--- src/rtl/xtor_pkg.sv ---
// Shared widths, FSM state type and defaults for the transaction initiator.
package xtor_pkg;

    localparam int DATA_W          = 32;
    localparam int TX_W            = 16;
    localparam int TIMEOUT_DEFAULT = 255;

    typedef enum logic [1:0] {
        IDLE = 2'd0,
        SEND = 2'd1,
        WAIT = 2'd2,
        RSP  = 2'd3
    } xtor_state_e;

    // A well-behaved core answers with the payload incremented by one.
    function automatic logic rsp_mismatch(input logic [DATA_W-1:0] sent,
                                          input logic [DATA_W-1:0] got);
        return got != (sent + DATA_W'(1));
    endfunction

endpackage

--- src/rtl/xtor_fifo.sv ---
// Request FIFO: power-of-two depth, wrapping pointers, occupancy counter 0..DEPTH.
module xtor_fifo
    import xtor_pkg::*;
#(
    parameter int DEPTH = 4,
    parameter int WIDTH = DATA_W
) (
    input  logic             clock,
    input  logic             reset,
    input  logic             push,
    input  logic [WIDTH-1:0] push_data,
    input  logic             pop,
    output logic [WIDTH-1:0] pop_data,
    output logic             full,
    output logic             empty
);

    localparam int AW = $clog2(DEPTH);
    localparam int CW = AW + 1;

    logic [WIDTH-1:0] mem [DEPTH];
    logic [AW-1:0]    wr_ptr;
    logic [AW-1:0]    rd_ptr;
    logic [CW-1:0]    count;
    logic             do_push;
    logic             do_pop;

    assign full     = (count == CW'(DEPTH));
    assign empty    = (count == '0);
    assign do_push  = push && !full;
    assign do_pop   = pop && !empty;
    assign pop_data = mem[rd_ptr];

    always_ff @(posedge clock) begin
        if (do_push) begin
            mem[wr_ptr] <= push_data;
        end
    end

    // Pointers wrap naturally because DEPTH is a power of two.
    always_ff @(posedge clock) begin
        if (!reset) begin
            wr_ptr <= '0;
            rd_ptr <= '0;
            count  <= '0;
        end else begin
            if (do_push) begin
                wr_ptr <= wr_ptr + AW'(1);
            end
            if (do_pop) begin
                rd_ptr <= rd_ptr + AW'(1);
            end
            case ({do_push, do_pop})
                2'b10:   count <= count + CW'(1);
                2'b01:   count <= count - CW'(1);
                default: count <= count;
            endcase
        end
    end

endmodule

--- src/rtl/xtor_initiator.sv ---
// Single-outstanding transaction initiator: FIFO-buffered requests, core
// valid/ready handshake with timeout, one-cycle response capture and hold.
module xtor_initiator
    import xtor_pkg::*;
#(
    parameter int DEPTH   = 4,
    parameter int TIMEOUT = TIMEOUT_DEFAULT
) (
    input  logic              clock,
    input  logic              reset,
    input  logic              req_valid,
    output logic              req_ready,
    input  logic [DATA_W-1:0] req_data,
    output logic              valid,
    input  logic              ready,
    output logic [DATA_W-1:0] data_o,
    input  logic [DATA_W-1:0] data_i,
    output logic              rsp_valid,
    input  logic              rsp_ready,
    output logic [DATA_W-1:0] rsp_data,
    output logic              rsp_err,
    output logic              err_timeout,
    output logic [TX_W-1:0]   tx_count
);

    localparam int TW = $clog2(TIMEOUT + 1);

    xtor_state_e       state;
    logic              rdy_en;
    logic [TW-1:0]     stall_cnt;
    logic [TX_W-1:0]   tx_cnt;
    logic              fifo_push;
    logic              fifo_pop;
    logic              fifo_full;
    logic              fifo_empty;
    logic [DATA_W-1:0] fifo_rdata;

    // rdy_en keeps req_ready low until the first edge after reset releases.
    assign req_ready = reset && rdy_en && !fifo_full;
    assign fifo_push = req_valid && req_ready;
    assign fifo_pop  = (state == IDLE) && !fifo_empty;
    assign tx_count  = tx_cnt;

    xtor_fifo #(
        .DEPTH (DEPTH),
        .WIDTH (DATA_W)
    ) u_fifo (
        .clock     (clock),
        .reset     (reset),
        .push      (fifo_push),
        .push_data (req_data),
        .pop       (fifo_pop),
        .pop_data  (fifo_rdata),
        .full      (fifo_full),
        .empty     (fifo_empty)
    );

    // data_o doubles as the hold register for the in-flight payload.
    always_ff @(posedge clock) begin
        if (!reset) begin
            state       <= IDLE;
            rdy_en      <= 1'b0;
            valid       <= 1'b0;
            data_o      <= '0;
            rsp_valid   <= 1'b0;
            rsp_data    <= '0;
            rsp_err     <= 1'b0;
            err_timeout <= 1'b0;
            tx_cnt      <= '0;
            stall_cnt   <= '0;
        end else begin
            rdy_en <= 1'b1;
            case (state)
                IDLE: begin
                    if (!fifo_empty) begin
                        data_o    <= fifo_rdata;
                        valid     <= 1'b1;
                        stall_cnt <= '0;
                        state     <= SEND;
                    end
                end
                SEND: begin
                    if (ready) begin
                        valid  <= 1'b0;
                        tx_cnt <= tx_cnt + TX_W'(1);
                        state  <= WAIT;
                    end else if (stall_cnt == TW'(TIMEOUT - 1)) begin
                        valid       <= 1'b0;
                        err_timeout <= 1'b1;
                        stall_cnt   <= '0;
                        state       <= IDLE;
                    end else begin
                        stall_cnt <= stall_cnt + TW'(1);
                    end
                end
                WAIT: begin
                    rsp_data  <= data_i;
                    rsp_err   <= rsp_mismatch(data_o, data_i);
                    rsp_valid <= 1'b1;
                    state     <= RSP;
                end
                RSP: begin
                    if (rsp_ready) begin
                        rsp_valid <= 1'b0;
                        state     <= IDLE;
                    end
                end
                default: state <= IDLE;
            endcase
        end
    end

endmodule

--- config.mk ---
export PLATFORM = sky130hd
export DESIGN_NAME = xtor_initiator
export DESIGN_NICKNAME = d
export VERILOG_FILES = /design/src/rtl/xtor_pkg.sv /design/src/rtl/xtor_fifo.sv /design/src/rtl/xtor_initiator.sv
export SDC_FILE = /design/constraint.sdc
export NUM_CORES = 1
export LEC_CHECK = 0
export ABC_AREA = 1
export CAP_MARGIN = 20
export CORE_MARGIN = 5
export CORE_UTILIZATION = 51
export DETAILED_ROUTE_END_ITERATION = 6
export GPL_TIMING_DRIVEN = 0
export PLACE_DENSITY = 0.76
export SLEW_MARGIN = 10
export SYNTH_ARGS = -nofsm -noshare
export SYNTH_HDL_FRONTEND = slang
export SYNTH_SLANG_ARGS = --single-unit
--- constraint.sdc ---
create_clock -name clock -period 6.9 [get_ports clock]
set_input_delay 0.69 -clock clock [delete_from_list [all_inputs] [get_ports clock]]
set_output_delay 0.69 -clock clock [all_outputs]
set_load 0.02 [all_outputs]
== After elaboration in Yosys (flattened, before gate mapping) ==
Memory sizes are Yosys's and may differ from the RTL's. A register that Yosys moved wholly into a read port is not among the register bits.
Index checks and enable logic that the tools add are counted.
Word-level totals
  bits in registers: 70
  output and inout port bits: 85
  memories: 1
  memory bits (writable): 128
Cells by class
  reduce and logical (&&, ||, !) cells: 21
  equal/unequal tests: 12
  multiplexer cells: 19
  bitwise logic cells: 2
  add/subtract/negate cells: 7
Memory list
  u_fifo.mem: words 4, bits a word 32, rd ports 1, clocked after Yosys merged registers in 1, wr ports 1, line xtor_fifo.sv:21  | logic [WIDTH-1:0] mem [DEPTH];
Operator list (count)
  $add A32 B1 Y32 const B: 1
  $ne A32 B32 Y1: 1
  $mux W8: 3
  $add A16 B1 Y16 const B: 1
  $pmux W8 S2: 1
  $reduce_and A3 Y1: 4
  $add A8 B1 Y8 const B: 1
  $eq A8 B8 Y1 const B: 1
  $mux W2: 4
  $pmux W2 S4: 1
  $mux W1: 7
  $eq A2 B2 Y1 const B: 3
  $logic_and A1 B1 Y1: 6
  $ne A2 B2 Y1 const B: 3
  $pmux W3 S2: 1
  $reduce_and A2 Y1: 3
  $reduce_bool A2 Y1: 3
  $add A2 B1 Y2 const B: 2
  $eq A2 B1 Y1 const B: 2
  $pmux W1 S2: 2
  $add A3 B1 Y3 const B: 1
  $eq A3 B3 Y1 const B: 1
  $logic_not A1 Y1: 3
  $logic_not A3 Y1: 1
  4 further kinds: 5

== Logic depth before layout (Yosys ltp) ==
  depth in word-level cells: 7
  depth in mapped cells: 17
  mapped depth without buffers: 17

== Hierarchy ==
A second synthesis with hierarchy kept.
Second synthesis, totals
  cells, all modules: 1154
  area, all modules: 10331.2 sq um
Modules (own cells, without submodules)
  xtor_fifo: seq. area each 4023.9 sq um, times used 1, cells each 379, area each 5276.3 sq um
  xtor_initiator: seq. area each 1901.8 sq um, times used 1, cells each 775, area each 5054.8 sq um

== Worst setup path before layout ==
Ideal clock, no wire load.
  path kind: input -> register
  start: input port reset
  end: memory u_fifo.mem[0][0] (netlist bit), enable pin
  data required time: 6479 ps
  data arrival time: 3070 ps
  setup slack: 3409 ps
  stages: 5
  cells stage by stage: clkbuf_1 > nand2_1 > a31oi_1 > nand2_1 > nor2_1
Between the ends
  word-level cells in the longest chain between the ends: 6
Ends and longest elaborated chain
  from (decl): line xtor_initiator.sv:10  | input logic reset,
  $logic_and A1 B1 Y1 (2 in series): line xtor_initiator.sv:39  | assign req_ready = reset && rdy_en && !fifo_full;
  named net req_ready: line xtor_initiator.sv:12  | output logic req_ready,
  $logic_and A1 B1 Y1: line xtor_initiator.sv:40  | assign fifo_push = req_valid && req_ready;
  $logic_and A1 B1 Y1: line xtor_fifo.sv:30  | assign do_push = push && !full;
  $mux W1: line xtor_fifo.sv:35  | if (do_push) begin
  $mux W1 (implied by the code): line xtor_fifo.sv:36  | mem[wr_ptr] <= push_data;
  to (decl): line xtor_fifo.sv:21
The timed path passes the listed nets, and every way through them passes these cells.

== Worst setup path in the final report ==
  start: input port reset
  end: output port req_ready
Between the ends
  word-level cells in the longest chain between the ends: 2
Ends and longest elaborated chain (line)
  $logic_and A1 B1 Y1 (2 in series): xtor_initiator.sv:39
  to (decl): xtor_initiator.sv:12
No other way between the ends.

==> impl_metrics.env <==
export IMPL_fin_crit_ns=3.30
export IMPL_fmax_mhz=303
export IMPL_muxShareOfSynthArea=0
export IMPL_synth_xor_area_share=0.0215
export IMPL_outcome="finished, final reports clean"
export IMPL_critPathSlowestCell="clkdlybuf4s50_1"
export IMPL_io_buffers=153
export IMPL_rows=51
export IMPL_irDropWorstVdd_mv=0.234
export IMPL_synth_area_mm2=0.0102
export IMPL_final_antenna_net_count=0
export IMPL_crit_chain="clkdlybuf4s50_1 -> clkbuf_1 -> nand2_1 -> a31oi_1 -> clkdlybuf4s50_1"
export IMPL_vias_per_cell=5.32
export IMPL_slew_headroom=0.522
export IMPL_grt_max_degree=19
export IMPL_via_count=8508
export IMPL_drc=0
export IMPL_hold_viol=0
export IMPL_post_cts_resized=0
export IMPL_wl_per_cell_um=17.2
export IMPL_cellPowerDensity_mw_per_mm2=368
export IMPL_finalPower_mw=4.78
export IMPL_synth_nets=1212
export IMPL_tritoncts="built"
export IMPL_path_max_fanout=9
export IMPL_synth_compound_area_frac=0.119
export IMPL_cts_reportedPaths_clkPinSlew_ns=0.07
export IMPL_layout_commonest_cell="nor2_1"
export IMPL_synth_top_family_by_area="simple AND/OR/NAND/NOR gates"
export IMPL_drt_wl_total_mm=27.5
export IMPL_fp_dieW_um=151
export IMPL_dpl_hpwl_mm=19.9
export IMPL_clk_latency_ns=0.54
export IMPL_htreeDepth=1
export IMPL_yosys_area_share_adder=0.0130
export IMPL_start_util=0.521
export IMPL_yosysWarnings=0
export IMPL_crit_top_cell="clkdlybuf4s50_1"
export IMPL_final_layout_size_suffix_gt1_frac=0.0630
export IMPL_power_leakage_nw=4.68
export IMPL_drv_cap=0
export IMPL_cts_setup_buffers=0
export IMPL_synth_cells=1133
export IMPL_yosys_area_share_simple=0.218
export IMPL_critPathMaxStageDelay_ns=0.66
export IMPL_syn_area_per_cell_um2=8.98
export IMPL_top_level_ports=154
export IMPL_cts_root_buf="clkbuf_16"
export IMPL_ys_types=37
export IMPL_cts_sinks=230
export IMPL_seq_area_frac_synth=0.579
export IMPL_critPathKind="in2out"
export IMPL_fin_nets=1395
export IMPL_crit_arrival_ns=2.61
export IMPL_rsz0062_at_grt="no"
export IMPL_n_antenna_cell=0
export IMPL_fp_dieH_um=151
export IMPL_drt_initial_drc_count=714
export IMPL_fin_tns_setup_ns=0
export IMPL_first_pass_iters=5
export IMPL_crit_path_end_kind="primary output"
export IMPL_antenna_found_initial=0
export IMPL_drv_slew=0
export IMPL_critPathRequiredTime_ns=6.21
export IMPL_cts_buffers=24
export IMPL_ys_ff_latch=230
export IMPL_hp_class="reg2reg"
export IMPL_area_growth_pct=27.6
export IMPL_final_period_utilization=0.478
export IMPL_startpoint_type="input pin"
export IMPL_cts_buffer_depth=3
export IMPL_finalClockSkew_ns=0.0207
export IMPL_grt_overflow=0
export IMPL_grt_total_usage=0.237
export IMPL_grt_pass1_wl_mm=42.5
export IMPL_final_cell_mix="nor2_1, nand2_1, clkdlybuf4s50_1"
export IMPL_register_area_mm2=0.00589
export IMPL_die_area_mm2=0.0229
export IMPL_core_area_mm2=0.0195
export IMPL_multi_input_area_mm2=0.00381
export IMPL_worst_pin_slew_ns=0.711
export IMPL_setup_viol=0
export IMPL_gp_congestion=0.891
export IMPL_grt_pass1_vias=8063
export IMPL_cts_hold_buf=0
export IMPL_nFillCells=1573
[cell usage after synthesis, drive strengths merged]
library cell    n  area share
clkinv          2     0.00074
nand3b         10      0.0074
nand3          30       0.015
clkbuf         40       0.015
o22ai           2      0.0012
a21oi          34       0.017
nand2         176       0.069
o21ai         147       0.072
and2            1     0.00062
o21a            1     0.00074
or2             3      0.0018
xor2           16       0.014
nor3           14      0.0098
dfxtp         102        0.20
a211oi          2      0.0015
fa              1      0.0020
edfxtp        128        0.38
nand4           8      0.0049
nor3b           3      0.0022
nor4            3      0.0018
nor2          259        0.11
a221oi          1     0.00086
ha              9       0.011
buf             4      0.0016
o21bai          5      0.0037
a41o            1     0.00098
a31oi          34       0.021
inv            88       0.032
xnor2           9      0.0078
[worst max-delay path, delay by kind of cell]
kind	cells	cell delay, ns
AOI/OAI and AO/OA	1	0.25
and+or+nand+nor	1	0.11
buffers and inverters	3	1.56
[path summary, 6_finish.rpt]
path / slack [ns] / start / cells past startpoint / end
worst max register to register: 3.85 / u_fifo.count[0] / 13 / u_fifo.count[2]
worst max-delay path: 3.60 / reset / 5 / req_ready
worst min register to register: 0.46 / u_fifo.count[0] / 1 / u_fifo.count[0]
worst min-delay path: 0.46 / u_fifo.count[0] / 1 / u_fifo.count[0]
[final cells by class]
cell class,instances,share of cell area
Clock buffer,32,0.0518
Buffer,44,0.0128
Timing Repair Buffer,157,0.126
Multi-Input combinational cell,769,0.294
Inverter,90,0.0260
Sequential cell,230,0.453
Tap cell,265,0.0255
Clock inverter,12,0.0104
[sequential cells by signal, indices dropped and copies added, names as in the netlist, named ones only]
signal         count
rsp_data          32
rsp_err            1
tx_count          16
u_fifo.rd_ptr      2
err_timeout        1
u_fifo.count       3
rdy_en             1
rsp_valid          1
stall_cnt          8
u_fifo.mem       128
state              1
u_fifo.wr_ptr      2
data_o            32
valid              1
[cell families after synthesis]
| family | Yosys count |
|---|---|
| compound gates | 227 |
| xor+xnor | 25 |
| fa+ha+maj | 10 |
| buf+inv | 134 |
| flops | 230 |
| simple gates | 507 |
[layer usage]
layer / routed length (µm) / global-route usage / up-vias
met5: 0 / 0 / -
met4: 637 / 0.0671 / 0
met3: 2210 / 0.0443 / 46
met2: 13400 / 0.406 / 307
met1: 11300 / 0.309 / 3978
li1: - / - / 4177
[power by group]
| group | switching, mW | internal, mW |
|---|---|---|
| Sequential | 0.260 | 1.62 |
| Clock | 0.539 | 0.765 |
| Combinational | 0.995 | 0.600 |
[per-stage QoR]
stage | cells | cell area (µm²) | util | hold WS, ns | setup slack (ns)
finish | 1599 | 13000 | 0.665 | 0.459 | 3.60
global route | 1599 | 13000 | 0.665 | 0.501 | 3.57
CTS | 1599 | 13000 | 0.665 | 0.454 | 3.62
detailed placement | 1555 | 12200 | 0.623 | 0.443 | 3.45
global placement | 1551 | 12000 | 0.616 | 0.440 | 1.90
floorplan | 1133 | 10200 | - | 0.422 | 3.41
Power figures use the tool's default switching activity.
